[src/rtl/vx_fpu_types.sv]
// Shared FP types: fflags layout, rounding-mode width, FP CSR addresses,
// CSR op encodings and the field read/modify helpers used by the FCSR unit.
package vx_fpu_types;

   localparam int INST_FRM_BITS = 3;

   typedef struct packed {
      logic nv;
      logic dz;
      logic of;
      logic uf;
      logic nx;
   } fflags_t;

   localparam logic [11:0] CSR_FFLAGS = 12'h001;
   localparam logic [11:0] CSR_FRM    = 12'h002;
   localparam logic [11:0] CSR_FCSR   = 12'h003;

   typedef enum logic [1:0] {
      CSR_OP_RW = 2'd0,
      CSR_OP_RS = 2'd1,
      CSR_OP_RC = 2'd2,
      CSR_OP_RD = 2'd3
   } csr_op_e;

   typedef enum logic [1:0] {
      ST_IDLE  = 2'd0,
      ST_DRAIN = 2'd1,
      ST_RESP  = 2'd2
   } fcsr_state_e;

   // Unsupported addresses read as zero; every FP CSR fits in the low 8 bits.
   function automatic logic [7:0] csr_read(input logic [INST_FRM_BITS-1:0] frm,
                                           input fflags_t ff,
                                           input logic [11:0] addr);
      case (addr)
         CSR_FFLAGS: return {3'b000, ff};
         CSR_FRM:    return {5'b00000, frm};
         CSR_FCSR:   return {frm, ff};
         default:    return 8'h00;
      endcase
   endfunction

   function automatic logic [7:0] csr_modify(input csr_op_e op,
                                             input logic [7:0] old_val,
                                             input logic [7:0] data);
      case (op)
         CSR_OP_RW: return data;
         CSR_OP_RS: return old_val | data;
         CSR_OP_RC: return old_val & ~data;
         default:   return old_val;
      endcase
   endfunction

   function automatic logic is_flag_addr(input logic [11:0] addr);
      return (addr == CSR_FFLAGS) || (addr == CSR_FCSR);
   endfunction

endpackage

[src/rtl/vx_pending_counter.sv]
// Per-warp count of in-flight FPU ops: up on issue, down on commit,
// saturating at both ends, with a zero flag for the CSR drain logic.
module vx_pending_counter #(
   parameter int WIDTH = 4
) (
   input  logic clk,
   input  logic reset_n,
   input  logic inc,
   input  logic dec,
   output logic zero
);

   localparam logic [WIDTH-1:0] CNT_MAX = '1;

   logic [WIDTH-1:0] count_reg;

   always_ff @(posedge clk or negedge reset_n) begin
      if (!reset_n) begin
         count_reg <= '0;
      end else if (inc && !dec) begin
         if (count_reg != CNT_MAX) count_reg <= count_reg + 1'b1;
      end else if (dec && !inc) begin
         if (count_reg != '0) count_reg <= count_reg - 1'b1;
      end
   end

   // Overflow and underflow are clamped in hardware but flag a bookkeeping bug.
   always_ff @(posedge clk) begin
      if (reset_n) begin
         assert (!(inc && !dec && count_reg == CNT_MAX));
         assert (!(dec && !inc && count_reg == '0));
      end
   end

   assign zero = (count_reg == '0);

endmodule

[src/rtl/vx_fcsr_unit.sv]
// Per-warp FP control/status registers (frm, fflags, fcsr) with a CSR request port.
// Define FCSR_PENDING_STALL_EN to hold fflags/fcsr accesses until the warp's FPU ops drain.
module vx_fcsr_unit
   import vx_fpu_types::*;
#(
   parameter int NUM_WARPS = 4,
   parameter int PEND_W    = 4,
   localparam int NW_W     = (NUM_WARPS > 1) ? $clog2(NUM_WARPS) : 1
) (
   input  logic                     clk,
   input  logic                     reset_n,
   input  logic                     fpu_write_enable,
   input  logic [NW_W-1:0]          fpu_write_wid,
   input  fflags_t                  fpu_write_fflags,
   input  logic [NW_W-1:0]          fpu_read_wid,
   output logic [INST_FRM_BITS-1:0] fpu_read_frm,
   input  logic                     fpu_issue_valid,
   input  logic [NW_W-1:0]          fpu_issue_wid,
   input  logic                     fpu_commit_valid,
   input  logic [NW_W-1:0]          fpu_commit_wid,
   input  logic                     csr_req_valid,
   output logic                     csr_req_ready,
   input  logic [NW_W-1:0]          csr_req_wid,
   input  logic [11:0]              csr_req_addr,
   input  logic [1:0]               csr_req_op,
   input  logic [31:0]              csr_req_data,
   output logic                     csr_rsp_valid,
   input  logic                     csr_rsp_ready,
   output logic [NW_W-1:0]          csr_rsp_wid,
   output logic [31:0]              csr_rsp_data
);

   fcsr_state_e state_reg;
   logic [NW_W-1:0] req_wid_reg;
   logic [11:0]     req_addr_reg;
   csr_op_e         req_op_reg;
   logic [7:0]      req_data_reg;
   logic            rsp_valid_reg;
   logic [NW_W-1:0] rsp_wid_reg;
   logic [31:0]     rsp_data_reg;

   logic [NUM_WARPS-1:0][INST_FRM_BITS-1:0] frm_reg, frm_next;
   fflags_t [NUM_WARPS-1:0]                 fflags_reg, fflags_next;

   logic            need_drain, drain_done, app_en;
   logic [NW_W-1:0] app_wid;
   logic [11:0]     app_addr;
   csr_op_e         app_op;
   logic [7:0]      app_data, old_val, new_val;
   logic            wr_frm, wr_fflags;
   logic            unused_data;

   assign unused_data = ^csr_req_data[31:8];

`ifdef FCSR_PENDING_STALL_EN
   logic [NUM_WARPS-1:0] pend_zero;

   generate
      for (genvar gi = 0; gi < NUM_WARPS; gi++) begin : g_pend
         logic inc, dec;
         assign inc = fpu_issue_valid  && (fpu_issue_wid  == NW_W'(gi));
         assign dec = fpu_commit_valid && (fpu_commit_wid == NW_W'(gi));
         vx_pending_counter #(.WIDTH(PEND_W)) u_cnt (
            .clk     (clk),
            .reset_n (reset_n),
            .inc     (inc),
            .dec     (dec),
            .zero    (pend_zero[gi])
         );
      end
   endgenerate

   assign need_drain = is_flag_addr(csr_req_addr) && !pend_zero[csr_req_wid];
   assign drain_done = (state_reg == ST_DRAIN) && pend_zero[req_wid_reg];
`else
   logic unused_pend;
   assign unused_pend = ^{fpu_issue_valid, fpu_issue_wid, fpu_commit_valid, fpu_commit_wid};
   assign need_drain  = 1'b0;
   assign drain_done  = 1'b0;
`endif

   // In IDLE the op comes straight from the request port; after a drain it comes from the capture.
   always_comb begin
      app_wid  = req_wid_reg;
      app_addr = req_addr_reg;
      app_op   = req_op_reg;
      app_data = req_data_reg;
      if (state_reg == ST_IDLE) begin
         app_wid  = csr_req_wid;
         app_addr = csr_req_addr;
         app_op   = csr_op_e'(csr_req_op);
         app_data = csr_req_data[7:0];
      end
   end

   assign app_en    = (csr_req_valid && (state_reg == ST_IDLE) && !need_drain) || drain_done;
   assign old_val   = csr_read(frm_reg[app_wid], fflags_reg[app_wid], app_addr);
   assign new_val   = csr_modify(app_op, old_val, app_data);
   assign wr_fflags = is_flag_addr(app_addr);
   assign wr_frm    = (app_addr == CSR_FRM) || (app_addr == CSR_FCSR);

   // CSR update lands first so same-cycle FPU exception flags still accumulate on top.
   always_comb begin
      frm_next    = frm_reg;
      fflags_next = fflags_reg;
      for (int i = 0; i < NUM_WARPS; i++) begin
         if (app_en && (app_wid == NW_W'(i))) begin
            if (wr_frm)    frm_next[i]    = (app_addr == CSR_FCSR) ? new_val[7:5] : new_val[2:0];
            if (wr_fflags) fflags_next[i] = fflags_t'(new_val[4:0]);
         end
         if (fpu_write_enable && (fpu_write_wid == NW_W'(i)))
            fflags_next[i] = fflags_t'(fflags_next[i] | fpu_write_fflags);
      end
   end

   always_ff @(posedge clk or negedge reset_n) begin
      if (!reset_n) begin
         frm_reg    <= '0;
         fflags_reg <= '0;
      end else begin
         frm_reg    <= frm_next;
         fflags_reg <= fflags_next;
      end
   end

   always_ff @(posedge clk or negedge reset_n) begin
      if (!reset_n) begin
         state_reg     <= ST_IDLE;
         req_wid_reg   <= '0;
         req_addr_reg  <= '0;
         req_op_reg    <= CSR_OP_RW;
         req_data_reg  <= '0;
         rsp_valid_reg <= 1'b0;
         rsp_wid_reg   <= '0;
         rsp_data_reg  <= '0;
      end else begin
         case (state_reg)
            ST_IDLE: begin
               if (csr_req_valid) begin
                  req_wid_reg  <= csr_req_wid;
                  req_addr_reg <= csr_req_addr;
                  req_op_reg   <= csr_op_e'(csr_req_op);
                  req_data_reg <= csr_req_data[7:0];
                  if (need_drain) begin
                     state_reg <= ST_DRAIN;
                  end else begin
                     state_reg     <= ST_RESP;
                     rsp_valid_reg <= 1'b1;
                     rsp_wid_reg   <= csr_req_wid;
                     rsp_data_reg  <= {24'h0, old_val};
                  end
               end
            end
`ifdef FCSR_PENDING_STALL_EN
            ST_DRAIN: begin
               if (drain_done) begin
                  state_reg     <= ST_RESP;
                  rsp_valid_reg <= 1'b1;
                  rsp_wid_reg   <= req_wid_reg;
                  rsp_data_reg  <= {24'h0, old_val};
               end
            end
`endif
            ST_RESP: begin
               if (csr_rsp_ready) begin
                  state_reg     <= ST_IDLE;
                  rsp_valid_reg <= 1'b0;
               end
            end
            default: begin
               state_reg     <= ST_IDLE;
               rsp_valid_reg <= 1'b0;
            end
         endcase
      end
   end

   assign fpu_read_frm  = frm_reg[fpu_read_wid];
   assign csr_req_ready = (state_reg == ST_IDLE);
   assign csr_rsp_valid = rsp_valid_reg;
   assign csr_rsp_wid   = rsp_wid_reg;
   assign csr_rsp_data  = rsp_data_reg;

endmodule

[config.mk]
export PLATFORM = sky130hd
export DESIGN_NAME = vx_fcsr_unit
export DESIGN_NICKNAME = d
export VERILOG_FILES = /design/src/rtl/vx_fpu_types.sv /design/src/rtl/vx_pending_counter.sv /design/src/rtl/vx_fcsr_unit.sv
export SDC_FILE = /design/constraint.sdc
export NUM_CORES = 1
export LEC_CHECK = 0
export ABC_AREA = 1
export BUFFER_PORTS_ARGS = -buffer_cell sky130_fd_sc_hd__buf_2
export CAP_MARGIN = 20
export CORE_ASPECT_RATIO = 1.2
export CORE_UTILIZATION = 50
export CTS_CLUSTER_SIZE = 28
export DETAILED_ROUTE_END_ITERATION = 16
export PLACE_DENSITY = 0.77
export SYNTH_ARGS = -nofsm -noshare
export SYNTH_HDL_FRONTEND = slang
export SYNTH_SLANG_ARGS = --single-unit
[constraint.sdc]
create_clock -name clk -period 4.1 [get_ports clk]
set_input_delay 0.82 -clock clk [delete_from_list [all_inputs] [get_ports clk]]
set_output_delay 0.82 -clock clk [all_outputs]
set_load 0.05 [all_outputs]
==> results of run 1 <==
## cell usage in the layout (no fill, tap or decap), types with 5 or more instances in the layout
cell type	count
o21ai_0	33
nand3b_1	6
nand3_2	5
a22oi_1	18
conb_1	24
nand2_2	18
buf_2	52
dfrtp_1	65
nor3_1	8
nor2_1	23
o21ai_1	20
clkbuf_8	10
mux2i_1	5
inv_1	43
nand2_1	155
a21oi_1	6
nand3_1	32
## how the worst max path moves through the flow
stage | from | to | slack (ps) | cells after the start
floorplan | fpu_read_wid[0] | fpu_read_frm[1] | 1430 | 4
global placement | fpu_read_wid[0] | fpu_read_frm[2] | 1620 | 6
detailed placement | fpu_read_wid[0] | fpu_read_frm[1] | 1560 | 6
CTS | fpu_read_wid[0] | fpu_read_frm[2] | 1560 | 6
global route | fpu_read_wid[0] | fpu_read_frm[1] | 1500 | 6
finish | fpu_read_wid[0] | fpu_read_frm[1] | 1560 | 6
## layer usage
layer	global-route usage [%]	part of all wire (%)	vias to the layer above
met5	0	0	-
met4	12.69	2.9	0
met3	4.444	5.4	18
met2	39.42	48	130
met1	33.31	44	1625
li1	-	-	1706
## logic make-up (layout without fill, tap and decap cells)
| kind of cell | count (synthesis) | in the layout |
|---|---|---|
| flip-flops | 65 | 65 |
| multiplexers | 5 | 5 |
| other | 1 | 24 |
| AO/OA/AOI/OAI | 94 | 94 |
| buffers and inverters | 84 | 119 |
| AND/OR/NAND/NOR | 256 | 256 |
## power breakdown
part	internal, mW	switching, mW
Clock	0.420	0.258
Combinational	0.125	0.355
Sequential	0.703	0.0357
## layout make-up
| type | count | area (sq um) | share of cell area [%] |
|---|---|---|---|
| clock inverter | 5 | 102.6 | 2.361 |
| timing repair buffer | 55 | 282.8 | 6.507 |
| multi-input combinational | 379 | 1897 | 43.65 |
| sequential | 65 | 1627 | 37.43 |
| tap | 90 | 112.6 | 2.591 |
| clock buffer | 11 | 141.4 | 3.254 |
| inverter | 48 | 182.7 | 4.204 |
## worst max-delay path, cell delays in order
cell and delay [ps]:
buf_2 130, inv_1 120, o21ai_0 160, a21oi_1 60, a21oi_1 140, buf_2 280
## through the flow
stage	total power [mW]	util (%)	setup slack, ps	hold WS, ps	std cells
6_report	1.897	58.71	1562	477.5	653
5_1_grt	1.995	58.71	1497	504.3	653
4_1_cts	1.901	58.71	1559	478.0	653
3_5_place_dp	1.229	55.41	1564	457.6	637
3_3_place_gp	1.213	55.41	1624	454.6	637
2_1_floorplan	1.134	-	1425	440.8	528
==> impl_metrics.toml, run 1 <==
[setup_path]
startpoint_type = "input port"
reg2reg_from = "csr_rsp_valid"
arrival_ps = 1720
reg2regPathDepth = 10
reg2reg_to = "fflags_reg[11]"
worst_ep_required_time_ps = 3280
crit_fanout = 8
cp-end-kind = "primary output"
critical_path_class = "in -> out"
reg2reg_setup_slack_ps = 1890

[sta]
fin_setup_tns_ps = 0
period_minus_slack_ps = 2538
max-slew-margin-rel_pct = 36.12
maxSlewViolCount = 0
skew_ps = 10.83
rsz0062_at_grt = "false"
hold_viol_final = 0
clock.fmax_mhz = 394.0
worstMarginPinSlew_ps = 958.1
setup_viol_count_final = 0
fin_crit_sh_pct = 61.91

[layout]
drive_gt1_share_pct = 20.96
fillCellCount = 717
largest_reg_flops = 20
nets = 626
area_growth_pct = 11.85
stdcell_area_sq_mm = 0.004345
num_antenna_cells = 0

[synth]
async_flop_share_pct = 100.0
synth_xor_area_share_pct = 0
ys_seq_area_share_pct = 41.87
ys_types = 36
synth-compound-area-share_pct = 15.33
synth-simple-area-share_pct = 29.89
synth_area_leaders = "dfrtp_1 (42%), nand2_1 (15%), buf_4 (4.8%), o21ai_0 (4.3%), inv_1 (4.2%)"
yosysWarnings = 0
synth_fa_ha_area_share_pct = 0
synth_ff_type = "dfrtp_1"
muxShareOfSynthArea_pct = 1.288
synthCells = 505
synth_edf_count = 0
avgSynthCellArea_sq_um = 7.693
yosysMostFrequentCell = "nand2_1"
synth_common_cells = "nand2_1 (155), dfrtp_1 (65), inv_1 (43), o21ai_0 (33), nand3_1 (32)"
synth_top_cell_area_share_pct = 41.87
yosys.area.top_type = "dfrtp_1"
synth_area_sq_mm = 0.003885
ys_ff_latch = 65
synth_top_family_by_area = "simple AND/OR/NAND/NOR gates"

[clocking]
clock_latency_ps = 360
clkSinkCount = 65
h-tree-depth = 3
ctsResizeCount = 0
tritoncts = "yes"
post_cts_buffers = 0
cts_made_buffers = 9
clockBufferDepth = 2
postCtsHoldBufs = 0
clockRootBuffer = "clkbuf_8"
clkTransAtPathRegs_ps = 80

[route]
ant_nets = 0
wl_per_cell_microns = 14.14
drt_iter0_drc = 326
vias = 3479
drc = 0
vias_per_cell = 5.328
finalWirelength_microns = 9234
drtPass1Iterations = 5

[global_route]
grt_first_pass_wirelength_microns = 15400
antenna_found_initial = 0
grt_pass1_vias = 3290
grt_start_max_net_pins = 43
grtUsageTotal_pct = 25.27
overflow = 0

[floorplanning]
core_sq_mm = 0.007402
dieArea_sq_mm = 0.008128
rows = 34
start_util_pct = 52.48
die_h_microns = 98.56
io_pins = 107
die_w_microns = 82.47

[min_path]
hp-start = "req_addr_reg[2]"
holdPathStages = 2
whs_endpoint = "req_addr_reg[2]"
hp-class = "reg -> reg"

[place]
gp_congestion = 0.8943
port_buffers = 52
dp_hpwl_microns = 6877
placed_area_sq_mm = 0.004101

[power]
power_density_mw_per_mm2 = 436.6
cellLeakagePower_nw = 2.303
ir_drop_mv = 0.2351

[run_status]
outcome = "finished, final reports clean"

[job]
cap_violations = 0
Note: power is estimated with default switching activity, not from simulation.
==> run 2, diff against run 1 <==
==> constraint.sdc (replaced) <==
create_clock -name clk -period 2.5 [get_ports clk]
set_input_delay 0.5 -clock clk [delete_from_list [all_inputs] [get_ports clk]]
set_output_delay 0.5 -clock clk [all_outputs]
set_load 0.05 [all_outputs]
==> run 2 against run 1 <==
Effect of this change: die area stayed put; register-to-register slack worse by 1600 ps; final area is 1.2% lower; critical path depth is 4 higher; first-iteration DRC count is 4.0% higher; sequential power is 65% higher; clock skew is 1.8 ps lower; clock power is 18% higher; combinational power is 66% higher; total power is 48% higher.
==> impl_metrics.toml, run 2 (same netlist as run 1, synthesis figures left out) <==
[global_route]
grt_use_met1_pct = 33.96
busiest_layer = "met2"
use_met3_pct = 6.111
grtUsageTotal_pct = 25.63
grt_first_pass_wirelength_microns = 15600
grt_start_max_net_pins = 66
use_met2_pct = 39.73
overflow = 0
grt_pass1_vias = 3321
antenna_found_initial = 0

[min_path]
hp-class = "in -> async"

[route]
ant_nets = 0
vias = 3470
finalWirelength_microns = 9315
drt_iter0_drc = 339
vias_per_cell = 5.306
drc = 0
drtPass1Iterations = 6
wl_per_cell_microns = 14.24

[floorplanning]
rows = 34
die_w_microns = 82.47
io_pins = 107
die_h_microns = 98.56
dieArea_sq_mm = 0.008128
start_util_pct = 52.48
core_sq_mm = 0.007402

[layout]
nets = 627
largest_reg_flops = 20
layout_commonest_cell = "nand2_1"
final_util_pct = 58.00
multiInputGateArea_sq_mm = 0.001897
drive_gt1_share_pct = 21.28
mostFrequentLayoutCells = "nand2_1 (155), dfrtp_1 (65), buf_2 (52), inv_1 (43), o21ai_0 (33)"
fin_cells = 654
seq_area_sq_mm = 0.001627
area_growth_pct = 10.50
num_antenna_cells = 0
fillCellCount = 719

[setup_path]
arrival_ps = 2390
reg2regPathDepth = 10
path_cells = "inv_2 > nand2_1 > nand2_2 > nand2_2 > o21ai_1 > nor2_1 > nand2_1 > o21ai_2 > a21oi_2 > o21ai_1"
cpPeakStageDelay_ps = 410
critical_path_class = "reg -> reg"
cp_slowest_cell = "dfrtp_1"
cp-end-kind = "register"
startpoint_type = "register"
worst_ep_required_time_ps = 2730
crit_fanout = 17
cp_num_buf_inv = 1
worstSetupPathDepth = 10
cpLargestDelayFamily = "simple AND/OR/NAND/NOR gates"

[clocking]
clkTransAtPathRegs_ps = 80
clkSinkCount = 65
ctsResizeCount = 0
clockRootBuffer = "clkbuf_8"
cts_made_buffers = 9
h-tree-depth = 3
tritoncts = "yes"
postCtsHoldBufs = 0
post_cts_buffers = 0
clock_latency_ps = 350
clockBufferDepth = 2

[place]
dp_hpwl_microns = 6811
dp.cells = 638
preCtsSetupSlack_ps = 332.4
port_buffers = 52
gp_congestion = 0.8931

[sta]
fin_setup_tns_ps = 0
hold_viol_final = 0
period_minus_slack_ps = 2166
timing.final.ws_setup_ps = 334.4
clock.fmax_mhz = 461.8
max-slew-margin-rel_pct = 45.60
maxSlewViolCount = 0
worstMarginPinSlew_ps = 809.8
fin_crit_sh_pct = 86.63
skew_ps = 9.047
setup_viol_count_final = 0
rsz0062_at_grt = "false"

[power]
ir_drop_mv = 0.3650
cellLeakagePower_nw = 2.278
power_density_mw_per_mm2 = 655.0

[job]
cap_violations = 0

[run_status]
outcome = "finished, final reports clean"
run 2: cell count changes in the layout (fill, tap and decap cells not counted):
| cell | before | now |
|---|---|---|
| bufinv_16 | 3 | 0 |
| clkinv_2 | 1 | 3 |
| clkinv_4 | 0 | 2 |
| buf_12 | 0 | 1 |
| clkbuf_1 | 1 | 0 |
| clkbuf_8 | 10 | 9 |
| clkinvlp_4 | 1 | 2 |
run 2: layout make-up:
cell class,instances,share of cell area (%)
flip-flops and latches,65,37.89
clock inverters,7,1.108
clock buffers,9,2.885
well taps,90,2.623
multi-input cells,379,44.19
inverters,48,4.255
repair buffers,56,7.053
run 2: where the power goes:
part	total [mW]	internal, mW	switching (mW)
Combinational	0.798	0.210	0.588
Sequential	1.22	1.15	0.0620
Clock	0.798	0.357	0.441
Total	2.81	1.72	1.09
run 2: final timing paths:
path / to / slack [ps] / startpoint
setup reg to reg: fflags_reg[1] / 330 / csr_rsp_valid
hold / removal: fflags_reg[1] / 150 / reset_n
min in group clk: csr_rsp_valid / 330 / csr_rsp_ready
hold reg to reg: csr_rsp_data[1] / 480 / csr_rsp_data[1]
setup / recovery: fflags_reg[1] / 330 / csr_rsp_valid
max in group asynchronous: req_op_reg[1] / 2050 / reset_n
run 2: metrics by stage:
stage / area, sq um / power [mW] / hold WS (ps)
after floorplan: 3971 / 1.860 / 204.4
after global placement: 4121 / 1.996 / 454.8
after detailed placement: 4121 / 2.026 / 460.8
after CTS: 4293 / 2.817 / 163.7
after global routing: 4293 / 2.978 / 161.9
final: 4293 / 2.812 / 150.2
run 2: per-layer routing:
layer / wire (microns) / part of all wire [%] / vias up
li1: - / - / 1719
met1: 4128 / 44 / 1620
met2: 4405 / 47 / 110
met3: 522 / 5.6 / 21
met4: 259 / 2.8 / 0
met5: 0 / 0 / -
==> run 3, diff against run 2 <==
--- a/config.mk
+++ b/config.mk
@@ -9,10 +9,12 @@
 export BUFFER_PORTS_ARGS = -buffer_cell sky130_fd_sc_hd__buf_2
 export CAP_MARGIN = 20
 export CORE_ASPECT_RATIO = 1.2
-export CORE_UTILIZATION = 50
+export CORE_MARGIN = 10
+export CORE_UTILIZATION = 53
+export CTS_CLUSTER_DIAMETER = 100
 export CTS_CLUSTER_SIZE = 28
 export DETAILED_ROUTE_END_ITERATION = 16
-export PLACE_DENSITY = 0.77
+export PLACE_DENSITY = 0.81
 export SYNTH_ARGS = -nofsm -noshare
 export SYNTH_HDL_FRONTEND = slang
 export SYNTH_SLANG_ARGS = --single-unit
==> run 3 against run 2 <==
Effect of this change: clock skew is essentially flat; wire length grew 7.0%; via count grew 2.1%; cell count is the same; combinational power is essentially flat; critical endpoint is now fflags_reg[17]; non-clock buffer count is the same; maximum frequency shrank 0.83%.
==> impl_metrics.toml, run 3 (same netlist as run 1, synthesis figures left out) <==
[run_status]
outcome = "finished, final reports clean"

[route]
drt_iter0_drc = 253
vias = 3544
vias_per_cell = 5.419
wl_per_cell_microns = 15.24
ant_nets = 0
drtPass1Iterations = 5
finalWirelength_microns = 9970
drc = 0

[layout]
mostFrequentLayoutCells = "nand2_1 (155), dfrtp_1 (65), buf_2 (52), inv_1 (43), o21ai_0 (33)"
largest_reg_flops = 20
fin_cells = 654
layout_commonest_cell = "nand2_1"
stdcell_area_sq_mm = 0.004310
final_util_pct = 59.95
drive_gt1_share_pct = 20.74
num_antenna_cells = 0
nets = 627
area_growth_pct = 10.95

[sta]
max-slew-margin-rel_pct = 50.19
maxSlewViolCount = 0
period_minus_slack_ps = 2184
skew_ps = 9.145
hold_viol_final = 0
clock.fmax_mhz = 457.9
worstMarginPinSlew_ps = 741.5
rsz0062_at_grt = "false"
timing.final.ws_setup_ps = 316.1
fin_setup_tns_ps = 0
setup_viol_count_final = 0
hold_ws_ps = 188.0
fin_crit_sh_pct = 87.35

[clocking]
clockBufferDepth = 2
post_cts_buffers = 0
postCtsHoldBufs = 0
ctsResizeCount = 0
clkTransAtPathRegs_ps = 70
clock_latency_ps = 350
h-tree-depth = 3
cts_made_buffers = 9
clkSinkCount = 65
clockRootBuffer = "clkbuf_8"
tritoncts = "yes"

[global_route]
grt_first_pass_wirelength_microns = 16620
overflow = 0
grt_pass1_vias = 3394
grtUsageTotal_pct = 17.88
antenna_found_initial = 0
grt_start_max_net_pins = 42

[power]
power_density_mw_per_mm2 = 672.4
total_power_mw = 2.898
cellLeakagePower_nw = 2.290
ir_drop_mv = 0.4801

[setup_path]
cp-end-kind = "register"
reg2regPathDepth = 10
cpPeakStageDelay_ps = 400
crit_end = "fflags_reg[17]"
crit_fanout = 17
reg2reg_setup_slack_ps = 320
startpoint = "csr_rsp_valid"
reg2reg_from = "csr_rsp_valid"
startpoint_type = "register"
reg2reg_to = "fflags_reg[17]"
critical_path_class = "reg -> reg"
worst_ep_required_time_ps = 2720
path_cells = "inv_2 > nand2_1 > nand2_2 > nand2_2 > o21ai_1 > nor2_1 > nand2_1 > o21ai_2 > a21oi_2 > o21ai_1"
arrival_ps = 2410
cp_slowest_cell = "dfrtp_1"

[floorplanning]
die_w_microns = 98.16
io_pins = 107
rows = 34
dieArea_sq_mm = 0.01117
core_sq_mm = 0.007189
die_h_microns = 113.8
start_util_pct = 54.04

[place]
placed_area_sq_mm = 0.004121
gp_congestion = 0.8603
preCtsSetupSlack_ps = 375.0
dp_hpwl_microns = 7556
dp.cells = 638
port_buffers = 52

[job]
cap_violations = 0

[min_path]
hp-class = "in -> async"
[run 3: cell count changes in the layout (fill, tap and decap cells not counted), sizes merged]
cell and change:
clkinv -3, clkinvlp -2, clkbuf +4, bufinv +1
[run 3: power breakdown]
group          switching [mW]  leakage [nW]  total, mW  internal, mW
clock network           0.398        0.0974      0.884         0.486
logic                   0.589          1.43      0.799         0.210
registers              0.0606         0.767       1.21          1.15
[run 3: cell type report]
class                      count  area [sq um]
clock inverter                 3         40.04
sequential                    65          1627
inverter                      48         182.7
clock buffer                  13         148.9
timing repair buffer          56         302.8
tap                           90         112.6
multi-input combinational    379          1897
fill                         692          2879
[run 3: worst min-delay path by stage]
stage | to | slack (ps) | cells after the start
floorplan | csr_rsp_data[0] | 200 | 0
global placement | req_addr_reg[2] | 450 | 2
detailed placement | req_data_reg[2] | 460 | 2
CTS | req_addr_reg[8] | 200 | 1
global route | req_addr_reg[8] | 220 | 1
finish | csr_rsp_data[1] | 190 | 1
[run 3: critical path: cells and delay by family (launching register included)]
kind	cells	cell delay [ps]
and+or+nand+nor	5	730
AOI/OAI and AO/OA	4	710
DFF	1	400
buffers and inverters	1	230
[run 3: metal layers]
layer / track usage [%] / wire length (microns) / vias to the layer above / share of wire, %
met4: 7.081 / 210 / 0 / 2.1
li1: - / - / 1713 / -
met2: 28.94 / 4862 / 148 / 49
met5: 0 / 0 / - / 0
met3: 5.203 / 753 / 20 / 7.6
met1: 21.97 / 4143 / 1663 / 42
